==> src/rtl/reset_sequencer.sv <==
// Reset sequencer: turns one asynchronous active-high reset into ordered per-subsystem
// resets that assert at once and release synchronously, index 0 first.
module reset_sequencer #(
    parameter int SYNC_STAGES = 2,
    parameter int HOLD_CYCLES = 16,
    parameter int NUM_OUTPUTS = 3,
    parameter int STAGE_GAP   = 4
) (
    input  logic                   clk,
    input  logic                   rst,
    input  logic                   soft_rst_req,
    output logic [NUM_OUTPUTS-1:0] rst_out,
    output logic                   seq_done
);

    localparam int MAX_CNT = (HOLD_CYCLES > STAGE_GAP) ? HOLD_CYCLES : STAGE_GAP;
    localparam int CW      = $clog2(MAX_CNT + 1);
    localparam logic [CW-1:0] HOLD_LAST = CW'(HOLD_CYCLES - 1);
    localparam logic [CW-1:0] GAP_LAST  = CW'(STAGE_GAP - 1);

    typedef enum logic [1:0] {
        SYNC    = 2'd0,
        HOLD    = 2'd1,
        RELEASE = 2'd2,
        DONE    = 2'd3
    } state_e;

    state_e                   state_q, state_d;
    logic [CW-1:0]            cnt_q, cnt_d;
    logic [SYNC_STAGES-1:0]   sync_q, sync_d;
    logic [NUM_OUTPUTS-1:0]   rst_out_q, rst_out_d;
    logic                     seq_done_q, seq_done_d;
    logic [NUM_OUTPUTS-1:0]   rst_shift;
    logic                     hold_end;
    logic                     gap_end;

    always_comb begin
        sync_d    = {sync_q[SYNC_STAGES-2:0], 1'b1};
        // Shifting left clears the lowest still-asserted bit, so the order stays monotonic.
        rst_shift = rst_out_q << 1;
        hold_end  = (cnt_q == HOLD_LAST);
        gap_end   = (cnt_q == GAP_LAST);
    end

    always_ff @(posedge clk or posedge rst) begin
        if (rst) begin
            state_q <= SYNC;
        end else begin
            state_q <= state_d;
        end
    end

    // SYNC watches the value entering the last synchronizer flop so HOLD starts on the
    // same edge that flop goes high; release then lands on edge SYNC_STAGES+HOLD_CYCLES.
    always_comb begin
        state_d = state_q;
        case (state_q)
            SYNC:    if (sync_d[SYNC_STAGES-1]) state_d = HOLD;
            HOLD:    if (hold_end) state_d = (rst_shift == '0) ? DONE : RELEASE;
            RELEASE: if (gap_end && (rst_shift == '0)) state_d = DONE;
            DONE:    if (soft_rst_req) state_d = HOLD;
            default: state_d = SYNC;
        endcase
    end

    always_comb begin
        rst_out_d  = rst_out_q;
        cnt_d      = '0;
        seq_done_d = (state_d == DONE);
        case (state_q)
            HOLD: begin
                if (hold_end) rst_out_d = rst_shift;
                else          cnt_d     = cnt_q + 1'b1;
            end
            RELEASE: begin
                if (gap_end) rst_out_d = rst_shift;
                else         cnt_d     = cnt_q + 1'b1;
            end
            DONE: begin
                if (soft_rst_req) rst_out_d = '1;
            end
            default: begin
                rst_out_d = rst_out_q;
            end
        endcase
        if (state_d != state_q) cnt_d = '0;
    end

    always_ff @(posedge clk or posedge rst) begin
        if (rst) begin
            cnt_q      <= '0;
            sync_q     <= '0;
            rst_out_q  <= '1;
            seq_done_q <= 1'b0;
        end else begin
            cnt_q      <= cnt_d;
            sync_q     <= sync_d;
            rst_out_q  <= rst_out_d;
            seq_done_q <= seq_done_d;
        end
    end

    assign rst_out  = rst_out_q;
    assign seq_done = seq_done_q;

endmodule

==> config.mk <==
export PLATFORM = sky130hd
export DESIGN_NAME = reset_sequencer
export DESIGN_NICKNAME = d
export VERILOG_FILES = /design/src/rtl/reset_sequencer.sv
export SDC_FILE = /design/constraint.sdc
export NUM_CORES = 1
export LEC_CHECK = 0
export CAP_MARGIN = 10
export CELL_PAD_IN_SITES_DETAIL_PLACEMENT = 1
export CELL_PAD_IN_SITES_GLOBAL_PLACEMENT = 1
export CORE_UTILIZATION = 45
export CTS_BUF_LIST = sky130_fd_sc_hd__clkbuf_8
export CTS_CLUSTER_SIZE = 28
export DETAILED_ROUTE_END_ITERATION = 12
export HOLD_SLACK_MARGIN = 0.03
export PLACE_DENSITY_LB_ADDON = 0.1
export SLEW_MARGIN = 20
export SYNTH_ARGS = -nofsm -noshare
export SYNTH_HDL_FRONTEND = slang
export SYNTH_SLANG_ARGS = --single-unit
==> constraint.sdc <==
create_clock -name clk -period 2.03 [get_ports clk]
set_clock_uncertainty 0.1 [all_clocks]
set_input_delay 0.609 -clock clk [delete_from_list [all_inputs] [get_ports clk]]
set_output_delay 0.609 -clock clk [all_outputs]
set_load 0.01 [all_outputs]
**After elaboration in Yosys (flattened, before gate mapping)**

Cells that the tools add are included.

- Logic and storage cells: 35
- Flip-flop bits (word level): 12
- Output and inout port bits: 4
- Input bits: 3

- Reduce and logical (&&, ||, !) cells: 5
- Add/subtract/negate cells: 1
- Mux-type cells: 14
- Equality and inequality tests: 10

Operators by type and width:

| operator | count |
|---|---|
| 2-to-1 mux 5 bit | 3 |
| case mux 5 bit (2 select lines) | 1 |
| 2-to-1 mux 3 bit | 3 |
| case mux 3 bit (3 select lines) | 1 |
| 2-to-1 mux 2 bit | 4 |
| case mux 2 bit (4 select lines) | 1 |
| equality test 2 bit (second input constant) | 3 |
| != test 2 bit (second input constant) | 3 |
| adder 5 x 1 -> 5 bit (second input constant) | 1 |
| equality test 5 x 2 -> 1 bit (second input constant) | 1 |
| equality test 5 x 4 -> 1 bit (second input constant) | 1 |
| AND reduction 4 bit | 1 |
| zero test 3 bit | 1 |
| nonzero test 3 bit | 1 |
| equality test 2 x 1 -> 1 bit (second input constant) | 1 |
| zero test 2 bit | 1 |
| != test 2 bit | 1 |
| logical AND 1 bit | 1 |
| 2-to-1 mux 1 bit | 1 |

**Longest topological paths before layout**

Gate-level depths: netlist of the first run.

- Depth in word-level cells: 6
- Gate-level depth with buffers: 8
- Depth with buffers taken out: 8

**Least setup slack after synthesis of the first run**

OpenSTA, ideal clock, no wires.

- Path type: register -> register
- From: reg cnt_q[0]
- To: reg cnt_q[4]
- Arrival: 1.659 ns
- Setup time: 0.096 ns
- Stages on the path, launching flop included: 9
- Required time: 1.834 ns
- Path buffers: 0
- Clock period less this slack: 1.855 ns
- Setup slack: 0.175 ns
- Cells stage by stage: dfrtp_1 > ha_1 > nand3_1 > inv_1 > ha_1 > a21o_1 > a32oi_1 > nand2_1 > nor4_2

- Cells in the longest elaborated chain, start to end: 6
- Elaborated cells between the ends (all ways): 12
- Classes of those cells: add/sub (1); eq/ne (3); mux (7); reduce/logical (1)

Ends and longest elaborated chain:

| what | RTL line | RTL |
|---|---|---|
| start: declaration | 29 | `logic [CW-1:0] cnt_q, cnt_d;` |
| start signal: assignment | 96 | `cnt_q <= cnt_d;` |
| equality test 5 x 2 -> 1 bit | 42 | `gap_end = (cnt_q == GAP_LAST);` |
| logical AND 1 bit | 60 | `RELEASE: if (gap_end && (rst_shift == '0)) state_d = DONE;` |
| 2-to-1 mux 2 bit | 60 |  |
| case mux 2 bit (4 select lines) | 57 | `case (state_q)` |
| != test 2 bit | 86 | `if (state_d != state_q) cnt_d = '0;` |
| 2-to-1 mux 5 bit * | 86 |  |
| net cnt_d[4] | 29 |  |

The timed path passes the listed nets; every way through them passes the cells marked *.
A chain may end at the register's enable or synchronous reset.

**Worst setup path in the final report of the first run**

- From: reg cnt_q[0]
- To: reg cnt_q[2]

Same word-level chain as after synthesis.

==> reports/results.md, run 1 <==
| Metric | Value |
|:---|:---|
| Skew-Pair Late Insertion Delay | 250 ps |
| Drt initial violations | 16 |
| Per-instance average area after synthesis | 10.14 um^2 |
| Critical Path Start | cnt_q[0]$_DFF_PP0_ |
| Sort of element at the start of the critical path | flop |
| Setup WS post-layout | -16.02 ps |
| Leading cell types in the layout, fill and taps excluded | 9 x sky130_fd_sc_hd__inv_1, 9 x sky130_fd_sc_hd__buf_4, 8 x sky130_fd_sc_hd__dfrtp_1, 5 x sky130_fd_sc_hd__nor2_1, 5 x sky130_fd_sc_hd__ha_1 |
| Boundary pin count | 7 |
| Seq pwr share | 0.276 |
| Critical register-to-register path startpoint | cnt_q[0]$_DFF_PP0_ |
| Required time reported for the critical path endpoint | 2040 ps |
| First drt pass iteration count | 6 |
| Number of global-route vias before repair | 700 |
| Fillcell total | 175 |
| Die X | 43.92 um |
| Synthesis-stage register bit count | 12 |
| Setup repair after global routing missed its margin | yes |
| Antenna viol nets, final | 0 |
| Number of synthesized flops with an enable pin | 0 |
| Largest net degree at the start of global routing | 13 |
| Worst min-delay path startpoint | rst_out[2]$_DFFE_PP1P_ |
| Total of max-cap violations | 0 |
| Logic gate share of total power | 0.463 |
| Number of cell rows | 14 |
| Data arrival time of the critical path | 2050 ps |
| First-pass GRT wire length | 3339 um |
| Design Area, Final | 1049 um^2 |
| HPWL after detailed placement | 1329 um |
| Cell count after placement | 108 |
| Kind of critical path | flop to flop |
| R2R Setup Slk | -20 ps |
| Final setup violation count | 1 |
| Final count of hold timing violations | 0 |
| Leakage | 0.4935 nW |
| Number of max-slew violations in the final report | 0 |
| Dominant synthesized flop cell | sky130_fd_sc_hd__dfrtp_1 |
| Share of flip-flops with an asynchronous set or reset | 1.000 |
| Via count of the routed design | 679 |
| Nature of the critical path endpoint | flop |
| Number of warnings printed during yosys synthesis | 0 |
| Total internal power | 637.9 uW |
| Violations in the final reports | negative setup slack |
| Final Critical Period | 2046 ps |
| Maximum clock frequency | 0.4888 GHz |
| Proportion of layout cells with a drive suffix above 1 | 0.3196 |
| Hold_ws | 374.1 ps |
| Maximum vdd ir drop | 0.6870 mV |
| Antenna Diode Count | 0 |
| Power density over the cells | 979.2 nW/um^2 |
| Distinct cells, synth | 31 |
| Multi-input logic area | 503.0 um^2 |
| Post-Place Cell Area | 930.9 um^2 |
| Total Power | 1.027 mW |
| Post-layout nets | 108 |
| Worst reg-to-reg path cell count | 6 |
| Net Sw Power | 388.8 uW |
| Antenna violations before repair | 0 |
| Total global-route track usage | 0.2480 |
| Final core utilization | 0.6651 |
| Run status | complete, but fails checks |
| Hold path depth | 2 |
| Total overflow reported by the global router | 0 |
| CTS clk-pin slew, worst paths | 60 ps |
| Max FO, Critical Path | 5 |
| Path type of the worst min-delay path | flop to flop |
| Post-Syn Nets | 88 |
| Buffers added on ports | 6 |
| Routed WL | 2125 um |
| Die Y | 43.92 um |
| Summed instance area of the synthesized netlist | 790.8 um^2 |
| Pre-CTS setup slack | -2.024 ps |
| Final RePlAce weighted congestion | 0.7151 |
| Area inside the core boundary | 1577 um^2 |
| Share of power burned in the clock network | 0.261 |
| Worst-case hold path end point | rst_out[2]$_DFFE_PP1P_ |
| Period Utilization, post-route | 1.008 |
| Master cell of the clock root buffer | sky130_fd_sc_hd__clkbuf_8 |
| Combined flip-flop and latch cell area | 305.3 um^2 |
| Sequential share of the synthesized area | 0.3845 |
| Number of H-tree branching levels | 1 |
| Clock buffer count from CTS | 3 |
| Proportion of total power due to net switching | 0.3787 |
| Capture instance of the worst register-to-register path | cnt_q[2]$_DFF_PP0_ |
| Clock Sinks | 12 |
| TritonCTS clock tree | built |
| Drt drc | 0 |
| Initial standard-cell utilization of the core | 0.5016 |
| Die Outline Area | 1929 um^2 |
| Final non-filler cell total | 113 |
| Post-Route Setup TNS | -16.02 ps |
| Layout overhead on the synthesized area | 32.60% |
| Detail-routed via count per cell | 6.009 |
| Clock Tree Buf Depth | 2 |
| Detailed-route wire length per cell | 18.81 um |
| Synthesized instance count | 78 |
## sequential cells by signal, indices dropped and copies added (netlist names)
signal,cells
rst_out,3
sync_q,1
cnt_q,5
state_q,2
seq_done,1
## Yosys cell counts, drive strengths merged, types with 2 or more instances
cell    count  area (um^2)
nor3        5        25.02
o21a        3        22.52
nand4       3        18.77
inv        10        37.54
nor2        5        18.77
mux2i       2        20.02
nand2b      2        12.51
ha          7        87.58
dfrtp       9        225.2
o21ai       3        15.01
nor2b       2        12.51
nand3       4        25.02
a21oi       4        20.02
dfstp       3        78.83
## worst max path at each step
stage | end | slack, ps | cells past startpoint
4_1_cts | cnt_q[4]$_DFF_PP0_ | 10 | 8
6_report | cnt_q[2]$_DFF_PP0_ | -20 | 6
5_1_grt | cnt_q[2]$_DFF_PP0_ | -130 | 6
3_3_place_gp | cnt_q[2]$_DFF_PP0_ | 30 | 6
2_1_floorplan | cnt_q[4]$_DFF_PP0_ | 170 | 8
3_5_place_dp | cnt_q[4]$_DFF_PP0_ | -2 | 6
## critical path, stage by stage (launching register included)
cell	delay [ps]
sky130_fd_sc_hd__dfrtp_1	390
sky130_fd_sc_hd__ha_2	200
sky130_fd_sc_hd__buf_4	110
sky130_fd_sc_hd__nor4b_4	390
sky130_fd_sc_hd__nand3_2	170
sky130_fd_sc_hd__a221oi_4	410
sky130_fd_sc_hd__nor3_1	140
## layout make-up
class	instances	share of cell area
inverter	10	0.03580
tap	16	0.01909
timing repair buffer	15	0.1217
sequential	12	0.2912
clock buffer	4	0.05251
multi-input combinational	56	0.4797
## power groups by stage
stage	sequential [mW]	combinational [mW]	clock, mW
2_1_floorplan	0.289	0.264	0
3_3_place_gp	0.285	0.388	0
3_5_place_dp	0.287	0.395	0
4_1_cts	0.283	0.425	0.268
5_1_grt	0.286	0.512	0.278
6_report	0.284	0.475	0.267
## cells by family (layout without fill, tap and decap cells)
family,after synthesis,in the layout,share of synthesized area
simple gates,27,27,0.2231
mux,2,2,0.02532
flops,12,12,0.3845
buf+inv,10,29,0.04747
other cells,1,1,0.004742
xor+xnor,2,2,0.02216
compound gates,17,17,0.1820
fa+ha+maj,7,7,0.1108
## routing by layer
metal	GRT usage	vias up	routed length, um
li1	-	319	-
met5	0	-	0
met1	0.3386	341	1006
met3	0.06250	5	57
met2	0.3821	14	1034
met4	0.09091	0	27
## timing repair
item,4_1_cts,5_1_grt
gates resized for setup,7,9
setup endpoints to repair,11,11
pin swaps,1,2
setup buffers,0,1
hold buffers,0,0
No activity file was read; power rests on OpenSTA's default activity.
==> run 2, diff against run 1 <==
PLACE_DENSITY = 0.83   (was default)
PLACE_DENSITY_LB_ADDON = default   (was 0.1)
==> reports/results.md, run 2 (same netlist as run 1, synthesis figures left out) <==
| Metric | Value |
|:---|:---|
| Layout overhead on the synthesized area | 30.22% |
| Largest register by flop count | cnt_q |
| Largest net degree at the start of global routing | 13 |
| Final setup violation count | 0 |
| Detail-routed via count per cell | 6.545 |
| HPWL after detailed placement | 1552 um |
| Maximum clock frequency | 0.4934 GHz |
| Final count of hold timing violations | 0 |
| Skew-Pair Late Insertion Delay | 250 ps |
| Leading cell types in the layout, fill and taps excluded | 10 x sky130_fd_sc_hd__inv_1, 8 x sky130_fd_sc_hd__dfrtp_1, 6 x sky130_fd_sc_hd__buf_4, 5 x sky130_fd_sc_hd__nor2_1 |
| TritonCTS clock tree | built |
| Total Power | 1.057 mW |
| Required time reported for the critical path endpoint | 2070 ps |
| Drt initial violations | 22 |
| Max FO, Critical Path | 7 |
| Kind of critical path | flop to flop |
| Final RePlAce weighted congestion | 0.8897 |
| Boundary pin count | 7 |
| Detailed-route wire length per cell | 23.35 um |
| Rel. slew slack | 0.5918 |
| Post-Route Setup TNS | 0 ps |
| Total overflow reported by the global router | 0 |
| Die Outline Area | 1929 um^2 |
| Antenna viol nets, final | 0 |
| Maximum vdd ir drop | 0.8799 mV |
| Routed WL | 2569 um |
| Combined flip-flop and latch cell area | 305.3 um^2 |
| Period Utilization, post-route | 0.9983 |
| Area inside the core boundary | 1577 um^2 |
| Most common cell after layout, fill and taps aside | sky130_fd_sc_hd__inv_1 |
| Total global-route track usage | 0.2952 |
| Antenna Diode Count | 0 |
| Nature of the critical path endpoint | flop |
| Multi-input logic area | 506.7 um^2 |
| Number of cell rows | 14 |
| Path type of the worst min-delay path | flop to flop |
| Number of max-slew violations in the final report | 0 |
| Number of global-route vias before repair | 782 |
| Buffers added on ports | 6 |
| Run status | finished, final reports clean |
| Number of H-tree branching levels | 1 |
| Fillcell total | 163 |
| Antenna violations before repair | 0 |
| Data arrival time of the critical path | 2070 ps |
| Die X | 43.92 um |
| First drt pass iteration count | 4 |
| Power density over the cells | 1027 nW/um^2 |
| CTS clk-pin slew, worst paths | 60 ps |
| Flip-flop count of the largest register, all copies and words added | 5 |
| Die Y | 43.92 um |
| First-pass GRT wire length | 3939 um |
| Initial standard-cell utilization of the core | 0.5016 |
| Drt drc | 0 |
| Final Critical Period | 2027 ps |
| Post-layout nets | 105 |
| Hold_ws | 390.4 ps |
| Master cell of the clock root buffer | sky130_fd_sc_hd__clkbuf_8 |
| Actual slew at the worst max-slew pin | 602.8 ps |
| Proportion of layout cells with a drive suffix above 1 | 0.3085 |
| Setup repair after global routing missed its margin | yes |
| Total of max-cap violations | 0 |
| Clock buffer count from CTS | 3 |
| Leakage | 0.4740 nW |
| Via count of the routed design | 720 |
| Clock Tree Buf Depth | 2 |
| Sort of element at the start of the critical path | flop |
| Clock Sinks | 12 |
run 2: cell type report:
class / count / area share
tap: 16 / 0.01944
multi-input combinational: 56 / 0.4921
inverter: 10 / 0.03645
timing repair buffer: 12 / 0.1021
sequential: 12 / 0.2965
clock buffer: 4 / 0.05346
run 2: power breakdown:
part	internal, mW	leakage (nW)	total (mW)	switching, mW
clock network	0.172	0.0288	0.278	0.106
logic	0.198	0.295	0.481	0.283
registers	0.263	0.150	0.298	0.0346
run 2: worst paths after layout:
kind / from / slack (ps) / cells past startpoint / end
hold / removal: rst_out[2]$_DFFE_PP1P_ / 390 / 2 / rst_out[2]$_DFFE_PP1P_
hold reg to reg: rst_out[2]$_DFFE_PP1P_ / 390 / 2 / rst_out[2]$_DFFE_PP1P_
min in group asynchronous: rst / 620 / 2 / state_q[1]$_DFF_PP0_
setup reg to reg: state_q[1]$_DFF_PP0_ / 3 / 5 / cnt_q[4]$_DFF_PP0_
max in group asynchronous: rst / 860 / 2 / state_q[0]$_DFF_PP0_
setup / recovery: state_q[1]$_DFF_PP0_ / 3 / 5 / cnt_q[4]$_DFF_PP0_
run 2: worst max-delay path, stage by stage (launching register included):
cell and delay [ps]:
sky130_fd_sc_hd__dfrtp_1 490, sky130_fd_sc_hd__inv_1 150, sky130_fd_sc_hd__ha_2 330, sky130_fd_sc_hd__a311oi_4 170
sky130_fd_sc_hd__a41o_2 380, sky130_fd_sc_hd__nor4_2 300
run 2: per-layer routing:
layer  GRT usage  wire (um)  up-vias
li1            -          -      314
met1      0.3895       1123      355
met2      0.4478       1241       34
met3     0.06250         99       17
met4      0.1697        105        0
met5           0          0        -
run 2: timing repair:
item / 4_1_cts / 5_1_grt
buffers inserted: 0 / 1
pin swaps: 1 / 3
setup endpoints to repair: 11 / 9
hold buffers: 0 / 0
endpoints found under the hold margin: 0 / 0
gates resized for setup: 10 / 8
cloned: 0 / 0
run 2: stage by stage:
stage            util  cells  instance area [um^2]  worst slack (ps)
2_1_floorplan       -     78                 790.8             175.0
3_3_place_gp   0.5762    105                 908.4             25.26
3_5_place_dp   0.5762    105                 908.4            -87.31
4_1_cts        0.6278    109                 989.7             3.508
5_1_grt        0.6532    110                  1030            -62.34
6_report       0.6532    110                  1030             3.447
==> run 3, diff against run 2 <==
ABC_CLOCK_PERIOD_IN_PS = 2029   (was default)
==> results of run 3 <==
The final DEF is identical to that of run 2; final timing and power are the same.
